File: src/rtl/perm_decode.sv
// Permutation de-enumerator: rebuilds an N-element permutation from its
// lexicographic (factoradic) rank, resolving one position per clock.
module perm_decode #(
    parameter int N  = 4,
    parameter int W  = $clog2(N),
    parameter int IW = $clog2(N == 2 ? 2 :
                               N == 3 ? 6 :
                               N == 4 ? 24 :
                               N == 5 ? 120 :
                               N == 6 ? 720 :
                               N == 7 ? 5040 : 40320)
) (
    input  logic            clk,
    input  logic            rst,
    input  logic            idx_valid,
    output logic            idx_ready,
    input  logic [IW-1:0]   idx,
    output logic            prm_valid,
    input  logic            prm_ready,
    output logic [N*W-1:0]  prm,
    output logic            err
);

    typedef enum logic [1:0] {
        IDLE,
        DECODE,
        DONE
    } state_t;

    // Factorial table; n never exceeds 8 here.
    function automatic logic [31:0] fact(input int n);
        logic [31:0] r;
        r = 32'd1;
        for (int i = 2; i <= 8; i++) begin
            if (i <= n) r = r * 32'(i);
        end
        return r;
    endfunction

    localparam logic [31:0] NF = fact(N);

    state_t          state;
    state_t          nxt;
    logic [IW-1:0]   rem;
    logic [IW-1:0]   rem_n;
    logic [N-1:0]    used;
    logic [N-1:0]    used_n;
    logic [W-1:0]    pos;
    logic [N*W-1:0]  work;
    logic [N*W-1:0]  work_n;
    logic [N*W-1:0]  ident;
    logic            bad;
    logic            accept;
    logic            last;
    logic [31:0]     f;
    logic [31:0]     d;
    logic [31:0]     prod;
    logic [31:0]     cnt;
    logic [W-1:0]    val;

    assign accept = idx_valid && idx_ready && (state == IDLE);
    assign last   = (pos == W'(N - 1));

    // Digit extraction by comparison ladder and d-th unused value pick.
    always_comb begin
        f    = fact(N - 1 - int'(pos));
        d    = '0;
        prod = '0;
        for (int j = 1; j < N; j++) begin
            if (32'(rem) >= 32'(j) * f) begin
                d    = 32'(j);
                prod = 32'(j) * f;
            end
        end
        rem_n = IW'(32'(rem) - prod);
        val   = '0;
        cnt   = '0;
        for (int v = 0; v < N; v++) begin
            if (!used[v]) begin
                if (cnt == d) val = W'(v);
                cnt = cnt + 32'd1;
            end
        end
        work_n = work;
        work_n[int'(pos)*W +: W] = val;
        used_n = used;
        used_n[val] = 1'b1;
        ident = '0;
        for (int i = 0; i < N; i++) begin
            ident[i*W +: W] = W'(i);
        end
    end

    // State register.
    always_ff @(posedge clk or posedge rst) begin
        if (rst) state <= IDLE;
        else     state <= nxt;
    end

    // Next-state selection.
    always_comb begin
        nxt = state;
        unique case (state)
            IDLE:    if (accept) nxt = DECODE;
            DECODE:  if (bad || last) nxt = DONE;
            DONE:    if (prm_ready) nxt = IDLE;
            default: nxt = IDLE;
        endcase
    end

    // Datapath and registered outputs; result only copied to prm when complete.
    always_ff @(posedge clk or posedge rst) begin
        if (rst) begin
            idx_ready <= 1'b0;
            prm_valid <= 1'b0;
            prm       <= '0;
            err       <= 1'b0;
            rem       <= '0;
            used      <= '0;
            pos       <= '0;
            work      <= '0;
            bad       <= 1'b0;
        end else begin
            idx_ready <= (nxt == IDLE);
            unique case (state)
                IDLE: begin
                    if (accept) begin
                        rem  <= idx;
                        used <= '0;
                        pos  <= '0;
                        work <= '0;
                        bad  <= (32'(idx) >= NF);
                    end
                end
                DECODE: begin
                    if (bad) begin
                        prm       <= ident;
                        err       <= 1'b1;
                        prm_valid <= 1'b1;
                    end else begin
                        work <= work_n;
                        used <= used_n;
                        rem  <= rem_n;
                        pos  <= pos + W'(1);
                        if (last) begin
                            prm       <= work_n;
                            err       <= 1'b0;
                            prm_valid <= 1'b1;
                        end
                    end
                end
                DONE: begin
                    if (prm_ready) prm_valid <= 1'b0;
                end
                default: begin
                    prm_valid <= 1'b0;
                end
            endcase
        end
    end

endmodule

File: config.mk
export PLATFORM = sky130hd
export DESIGN_NAME = perm_decode
export DESIGN_NICKNAME = d
export VERILOG_FILES = /design/src/rtl/perm_decode.sv
export SDC_FILE = /design/constraint.sdc
export NUM_CORES = 1
export LEC_CHECK = 0
export ABC_AREA = 0
export BUFFER_PORTS_ARGS = -buffer_cell sky130_fd_sc_hd__buf_4
export CAP_MARGIN = 0
export CORE_ASPECT_RATIO = 1.1
export CORE_UTILIZATION = 59
export DETAILED_ROUTE_END_ITERATION = 8
export PLACE_DENSITY = 0.82
export RECOVER_POWER = 100
export SETUP_SLACK_MARGIN = 0.3
export SLEW_MARGIN = 5
export SYNTH_ARGS = -nofsm -noshare
export SYNTH_HDL_FRONTEND = slang
export SYNTH_SLANG_ARGS = --single-unit
export TNS_END_PERCENT = 50
File: constraint.sdc
create_clock -name clk -period 3.6 [get_ports clk]
set_input_delay 0.18 -clock clk [delete_from_list [all_inputs] [get_ports clk]]
set_output_delay 0.18 -clock clk [all_outputs]
set_load 0.1 [all_outputs]
# [After elaboration in Yosys (flattened, before gate mapping)]
# Cells that the tools add are included.
[totals] reg_bits=33 inputBits=9 out_inout_bits=11 word_cells=109
[classes] add_sub_neg=6 n_mul=5 n_lt_le_gt_ge=13 eq_ne=10 n_shift=2 mux=49 bitwise_logic=2 reduce_logical=12
[ops] cell="32-bit two-way mux" count=10
[ops] cell="32-bit == test" count=3
[ops] cell="5-bit by 32-bit >= comparator with 1-bit output" count=3
[ops] cell="32-bit by 1-bit adder with 32-bit output, second input constant" count=2
[ops] cell="32-bit by 3-bit multiplier with 32-bit output, second input constant" count=2
[ops] cell="3-bit negator with 33-bit output" count=1
[ops] cell="2-bit by 33-bit variable shift with 8-bit output, first input constant" count=1
[ops] cell="2-bit by 33-bit indexed part select with 8-bit output" count=1
[ops] cell="2-bit by 32-bit multiplier with 32-bit output, first input constant" count=1
[ops] cell="32-bit by 2-bit multiplier with 31-bit output, second input constant" count=1
[ops] cell="32-bit by 2-bit multiplier with 32-bit output, second input constant" count=1
[ops] cell="8-bit two-way mux" count=4
[ops] cell="5-bit two-way mux" count=5
[ops] cell="2-bit two-way mux" count=10
[ops] cell="4-bit by 3-bit <= comparator with 1-bit output, first input constant" count=4
[ops] cell="8-bit one-hot mux with 2 select lines" count=1
[ops] cell="1-bit two-way mux" count=10
[ops] cell="5-bit one-hot mux with 2 select lines" count=1
[ops] cell="8-bit bitwise mux" count=1
[ops] cell="4-bit two-way mux" count=2
[ops] cell="4-bit one-hot mux with 2 select lines" count=1
[ops] cell="3-bit <= comparator, first input constant" count=2
[ops] cell="2-bit != test, second input constant" count=3
[ops] cell="2-bit one-hot mux with 3 select lines" count=1
[ops] cell="21 further kinds" count=28

# [Longest topological paths before layout]
[depth] ltp_word=31 mapped_depth=19 mapped_depth_nobuf=19

# [Least setup slack after synthesis]
# No wires, ideal clock.
[synth_timing] path_kind="register -> register" from="register pos[1]" to="register rem[4]" setup_ns=0.128 t_arrival_ns=3.104 setup_slack_ns=0.368 stages_incl_launch_ff=18 period_less_slack_ns=3.232 cell_sequence="dfrtp_1 inv_1 ha_1 nor2_1 nand2_1 ha_1 a211oi_1 o21ai_0 a32oi_1 nor2_1 ha_1 fa_1 inv_1 a21o_1 a21oi_1 xnor2_1 o22ai_1 o2bb2ai_1"
[synth_between] elab_chain_cells=20 word_cells_on_any_way=29 classes_between="2 x add/sub; 5 x mul; 10 x order compare; 12 x mux"
[synth_rtl] element="start: declaration" line_no="48" text="logic [W-1:0] pos;"
[synth_rtl] element="start signal: assignment" line_no="144" text="pos <= pos + W'(1);"
[synth_rtl] element="2-bit by 2-bit subtractor with 3-bit output (*)" line_no="66" text="f = fact(N - 1 - int'(pos));"
[synth_rtl] element="3-bit <= comparator" line_no="35" text="if (i <= n) r = r * 32'(i);"
[synth_rtl] element="2-bit two-way mux" line_no="35"
[synth_rtl] element="32-bit by 2-bit multiplier with 32-bit output" line_no="35"
[synth_rtl] element="32-bit two-way mux (2 in a row)" line_no="35"
[synth_rtl] element="32-bit by 3-bit multiplier with 32-bit output" line_no="35"
[synth_rtl] element="32-bit two-way mux" line_no="35"
[synth_rtl] element="32-bit by 2-bit multiplier with 31-bit output" line_no="35"
[synth_rtl] element="32-bit two-way mux" line_no="35"
[synth_rtl] element="32-bit by 3-bit multiplier with 32-bit output" line_no="35"
[synth_rtl] element="32-bit two-way mux" line_no="35"
[synth_rtl] element="32-bit two-way mux (*)" line_no="35"
[synth_rtl] element="branches (longest 3 deep; another with 2-bit by 32-bit multiplier with 32-bit output)"
[synth_rtl] element="5-bit two-way mux (*)" line_no="70" text="if (32'(rem) >= 32'(j) * f) begin"
[synth_rtl] element="5-bit subtractor (*)" line_no="75" text="rem_n = IW'(32'(rem) - prod);"
[synth_rtl] element="5-bit two-way mux (*)" line_no="136" text="if (bad) begin"
[synth_rtl] element="5-bit one-hot mux with 2 select lines (*)" line_no="125" text="unique case (state)"
[synth_rtl] element="end signal: assignment" line_no="128" text="rem <= idx;"
[synth_rtl] element="end signal: assignment" line_no="143" text="rem <= rem_n;"
[synth_rtl] element="end: declaration" line_no="44" text="logic [IW-1:0] rem;"
# Mark *: on every way between the ends. The select of a mux whose other input is x is not followed.
# A chain may end at the register's enable or synchronous reset.

# [Worst setup path after layout]
[layout_timing] from="register pos[0]" to="register rem[4]"
# The elaborated chain is that of the path after synthesis.

==> impl_summary.md <==
Place
The HPWL after detailed placement is 3746 um. The congestion estimate from routability-driven global placement came to 0.8859. The post-placement setup slack is 107.6 ps.

The placed cell count is 323. Input and output buffers added on the ports amount to 19.

Final layout
Cells with a size suffix above 1 make up 25.17% of the layout. The area growth from synthesis to layout is 28.31%. The count of cells in the finished layout, fillers not included, comes to 348. The total number of nets in the final design is 330.

The count of fill cells added during filler insertion is 253. The repair_antennas step left the layout with diodes totalling 0.

Critical path
In this run the critical register-to-register path is captured at rem[4]. The endpoint type of the worst setup path is a register. The startpoint of the worst register-to-register path is pos[0].

For the worst setup path, the data arrival time is 3630 ps. The worst setup path is launched from a register. The critical path goes through inv_4 > ha_4 > nand2_4 > inv_1 > ha_1 > nor3b_1 > o21ai_2 > a32oi_2 > nor2_1 > ha_1 > fa_2 > inv_2 > a21o_1 > a21oi_2 > xnor2_1 > o22ai_1 > o2bb2ai_1. Grouping stages by cell kind, the critical path spends the most delay in adder cells.

The critical path runs through a total of 17 cells. The critical path start-end classification is register to register. The number of buffers and inverters on the critical path is 3. Along the worst path, the maximum fanout reaches 6. The worst register-to-register path has a setup slack of 130 ps.

The number of cells on the worst reg-to-reg path is 17. Data on the critical path is required at its endpoint by 3750 ps. The largest single stage delay on the critical path is 510 ps. The most numerous cell on the critical path is sky130_fd_sc_hd__ha_1.

Among all stages on the critical path, the largest delay is contributed by sky130_fd_sc_hd__dfrtp_1.

Synth
The number of flip-flops and latches in the synthesized netlist is 33. The Yosys step of the flow raised 0 warnings. The post-synthesis cell count is 253. Counting flops with a built-in enable in the synthesized netlist gives 0. The post-synth net total is 286. The proportion of synthesized chip area in sequential cells is 37.08%.

Of all flip-flops after synthesis, the portion carrying an async set or reset was 100.0%. The most instantiated flip-flop cell in the synthesis netlist is sky130_fd_sc_hd__dfrtp_1. The synthesized cell area is 0.002227 mm2. The average instance area after synthesis is 8.803 um2. The post-synthesis cell type count is 50.

Min path
The cell depth of the worst hold path is 3. The critical hold path startpoint is idx[4]. The worst hold path terminates at bad.

In this run the worst hold path is classified as input pin to register.

Route
The count of TritonRoute iterations in the first routing pass is 4. The residual DRC count is 0. The routed length per instance is 17.95 um. The first routing iteration left 137 violations. Across all layers, the routed design uses 2130 vias.

Dividing the detail-routed via count by the number of cells gives 6.121. Once detail routing completed, the nets flagged for antenna violations numbered 0. The routed design has 6247 um of wire.

Global route
The initial antenna violation count was 0. Global routing finished with a remaining overflow of 0. The first-pass GRT wire length is 8542 um. Entering global routing, the biggest net connects 34 pins. The number of global-route vias before repair is 1947.

The total routing resource utilization after global routing is 29.14%.

Clocking
Buffers inserted during clock tree synthesis total 5. The clock tree from TritonCTS is yes. After clock tree synthesis, the clock-pin slew on the worst setup and hold paths is 70 ps.

The H-tree generated during clock tree synthesis spans 2 levels. At the later pin of the worst-skew pair, clock insertion delay measures 290 ps. For this design, the sink count on the clock tree is 33.

CTS placed an instance of sky130_fd_sc_hd__clkbuf_8 at the clock tree root. The clock tree buffer depth is 2.

Timing
The worst slew margin relative to its limit is -14.24%. Derived from the worst setup path, the maximum achievable clock frequency is 287.9 MHz. The number of failing hold endpoints at the final stage is 0.

At the pin with the least slew margin, the transition time is 1714 ps. The setup slack of the critical path after layout is 127.1 ps. Setup repair after global routing could not meet its margin everywhere.

The worst path uses 96.47% of the clock period. The count of final setup violators is 0. The worst clock skew is 6.885 ps. The number of pins exceeding their max-slew limit in the final report came to 34.

The routed design could run at a clock period as short as 3473 ps. The worst hold margin is 156.1 ps. The post-route setup TNS is 0 ps.

Floorplanning
The floorplan step defined a core boundary enclosing 0.003626 mm2. The number of I/O pins is 20. The initial core utilization is 61.42%. The die covers 0.004025 mm2. The die span in x is 60.58 um.

The die is 66.44 um tall. In this run the core area contains 23 standard-cell rows.

Run status
The flow ran to the end, but the final reports show violations. The checks that failed: capacitance limit, slew limit.

Flow run
The max-capacitance violation count is 1.
==> worst register-to-register path: stages, from the launching register on <==
cell                        delay, ps
sky130_fd_sc_hd__dfrtp_1          510
sky130_fd_sc_hd__inv_4             90
sky130_fd_sc_hd__ha_4             210
sky130_fd_sc_hd__nand2_4          100
sky130_fd_sc_hd__inv_1             50
sky130_fd_sc_hd__ha_1             200
sky130_fd_sc_hd__nor3b_1          390
sky130_fd_sc_hd__o21ai_2          160
sky130_fd_sc_hd__a32oi_2          220
sky130_fd_sc_hd__nor2_1            90
sky130_fd_sc_hd__ha_1             210
sky130_fd_sc_hd__fa_2             350
sky130_fd_sc_hd__inv_2             80
sky130_fd_sc_hd__a21o_1           150
sky130_fd_sc_hd__a21oi_2           70
sky130_fd_sc_hd__xnor2_1          190
sky130_fd_sc_hd__o22ai_1          100
sky130_fd_sc_hd__o2bb2ai_1        160
==> sequential cells by signal, summed over array words and instances (netlist names) <==
register	flops
work	8
err	1
prm_valid	1
used	4
pos	2
rem	5
idx_ready	1
bad	1
prm	8
state	2
==> cell families after synthesis <==
logic type / after synthesis / share of synthesized area, %
AND/OR/NAND/NOR: 90 / 19.78
flip-flops: 33 / 37.08
XOR/XNOR: 4 / 1.573
buffers and inverters: 22 / 3.708
AO/OA/AOI/OAI: 78 / 23.09
multiplexers: 2 / 0.9550
adder cells (fa/ha/maj): 24 / 13.82
==> routing by layer <==
metal / vias to the layer above / share of wire [%] / global-route usage, %
met5: - / 0 / 0
met4: 0 / 3.4 / 16.19
met3: 22 / 6.3 / 6.067
met2: 85 / 49 / 45.05
met1: 1021 / 41 / 37.45
li1: 1002 / - / -
==> cell usage after synthesis, drive strengths merged (2+ instances only) <==
cell    instances  area share [%]
a211oi          4             1.3
a21o            3             1.0
a21oi          18             4.7
a22o            2            0.79
a31oi           3            0.84
a32o            3             1.3
a32oi           5             2.0
and2            2            0.56
and4            3             1.2
clkbuf          5            0.84
dfrtp          33              37
ha             23              13
inv            17             2.9
nand2          31             5.2
nand2b          6             1.7
nand3           3            0.67
nor2           25             4.2
nor2b           4             1.1
nor3            5             1.6
o211ai          2            0.67
o21ai          25             5.6
o22ai           2            0.56
o31ai           3             1.0
or2             2            0.56
xnor2           3             1.2
==> cell type report <==
| type | instances | area [um2] | area share, % |
|---|---|---|---|
| well taps | 50 | 62.56 | 2.189 |
| multi-input cells | 198 | 1523 | 53.28 |
| inverters | 17 | 68.82 | 2.408 |
| clock buffers | 7 | 96.34 | 3.371 |
| repair buffers | 42 | 276.5 | 9.676 |
| flip-flops and latches | 33 | 825.8 | 28.90 |
| clock inverters | 1 | 5.005 | 0.1751 |
==> metrics by stage <==
step                      area [um2]  util [%]
final                           2858     78.81
after global routing            2858     78.81
after CTS                       2651     73.12
after detailed placement        2459     67.81
after global placement          2459     67.81
after floorplan                 2227         -
==> worst max-delay path by stage <==
stage	startpoint	end	slack, ps
after global routing	pos[0]	rem[4]	4
after floorplan	pos[1]	rem[4]	370
after CTS	pos[1]	rem[4]	280
final	pos[0]	rem[4]	130
after global placement	pos[1]	rem[3]	200
after detailed placement	pos[0]	rem[4]	110
==> cell usage in the layout, fill, tap and decap left out, types with 4 or more instances in the layout <==
cell type                  count
sky130_fd_sc_hd__dfrtp_1      33
sky130_fd_sc_hd__nand2_1      28
sky130_fd_sc_hd__buf_4        26
sky130_fd_sc_hd__nor2_1       21
sky130_fd_sc_hd__ha_1         17
sky130_fd_sc_hd__a21oi_1      14
sky130_fd_sc_hd__o21ai_1      13
sky130_fd_sc_hd__inv_1        12
sky130_fd_sc_hd__clkbuf_1     12
sky130_fd_sc_hd__o21ai_0      11
sky130_fd_sc_hd__clkbuf_8      7
sky130_fd_sc_hd__ha_4          6
sky130_fd_sc_hd__nand2b_1      4
sky130_fd_sc_hd__nor2_4        4
sky130_fd_sc_hd__a32oi_1       4
==> repair_timing <==
action                     CTS  global route
setup buffers                5            11
pin swaps                    4            17
hold endpoints to repair    30             0
gates resized for setup     12            37
hold buffers                 1             0
setup endpoints to repair    2            19
Power is not shown: default switching activity piles up to over one toggle a cycle in this logic, so the estimate is an artifact.
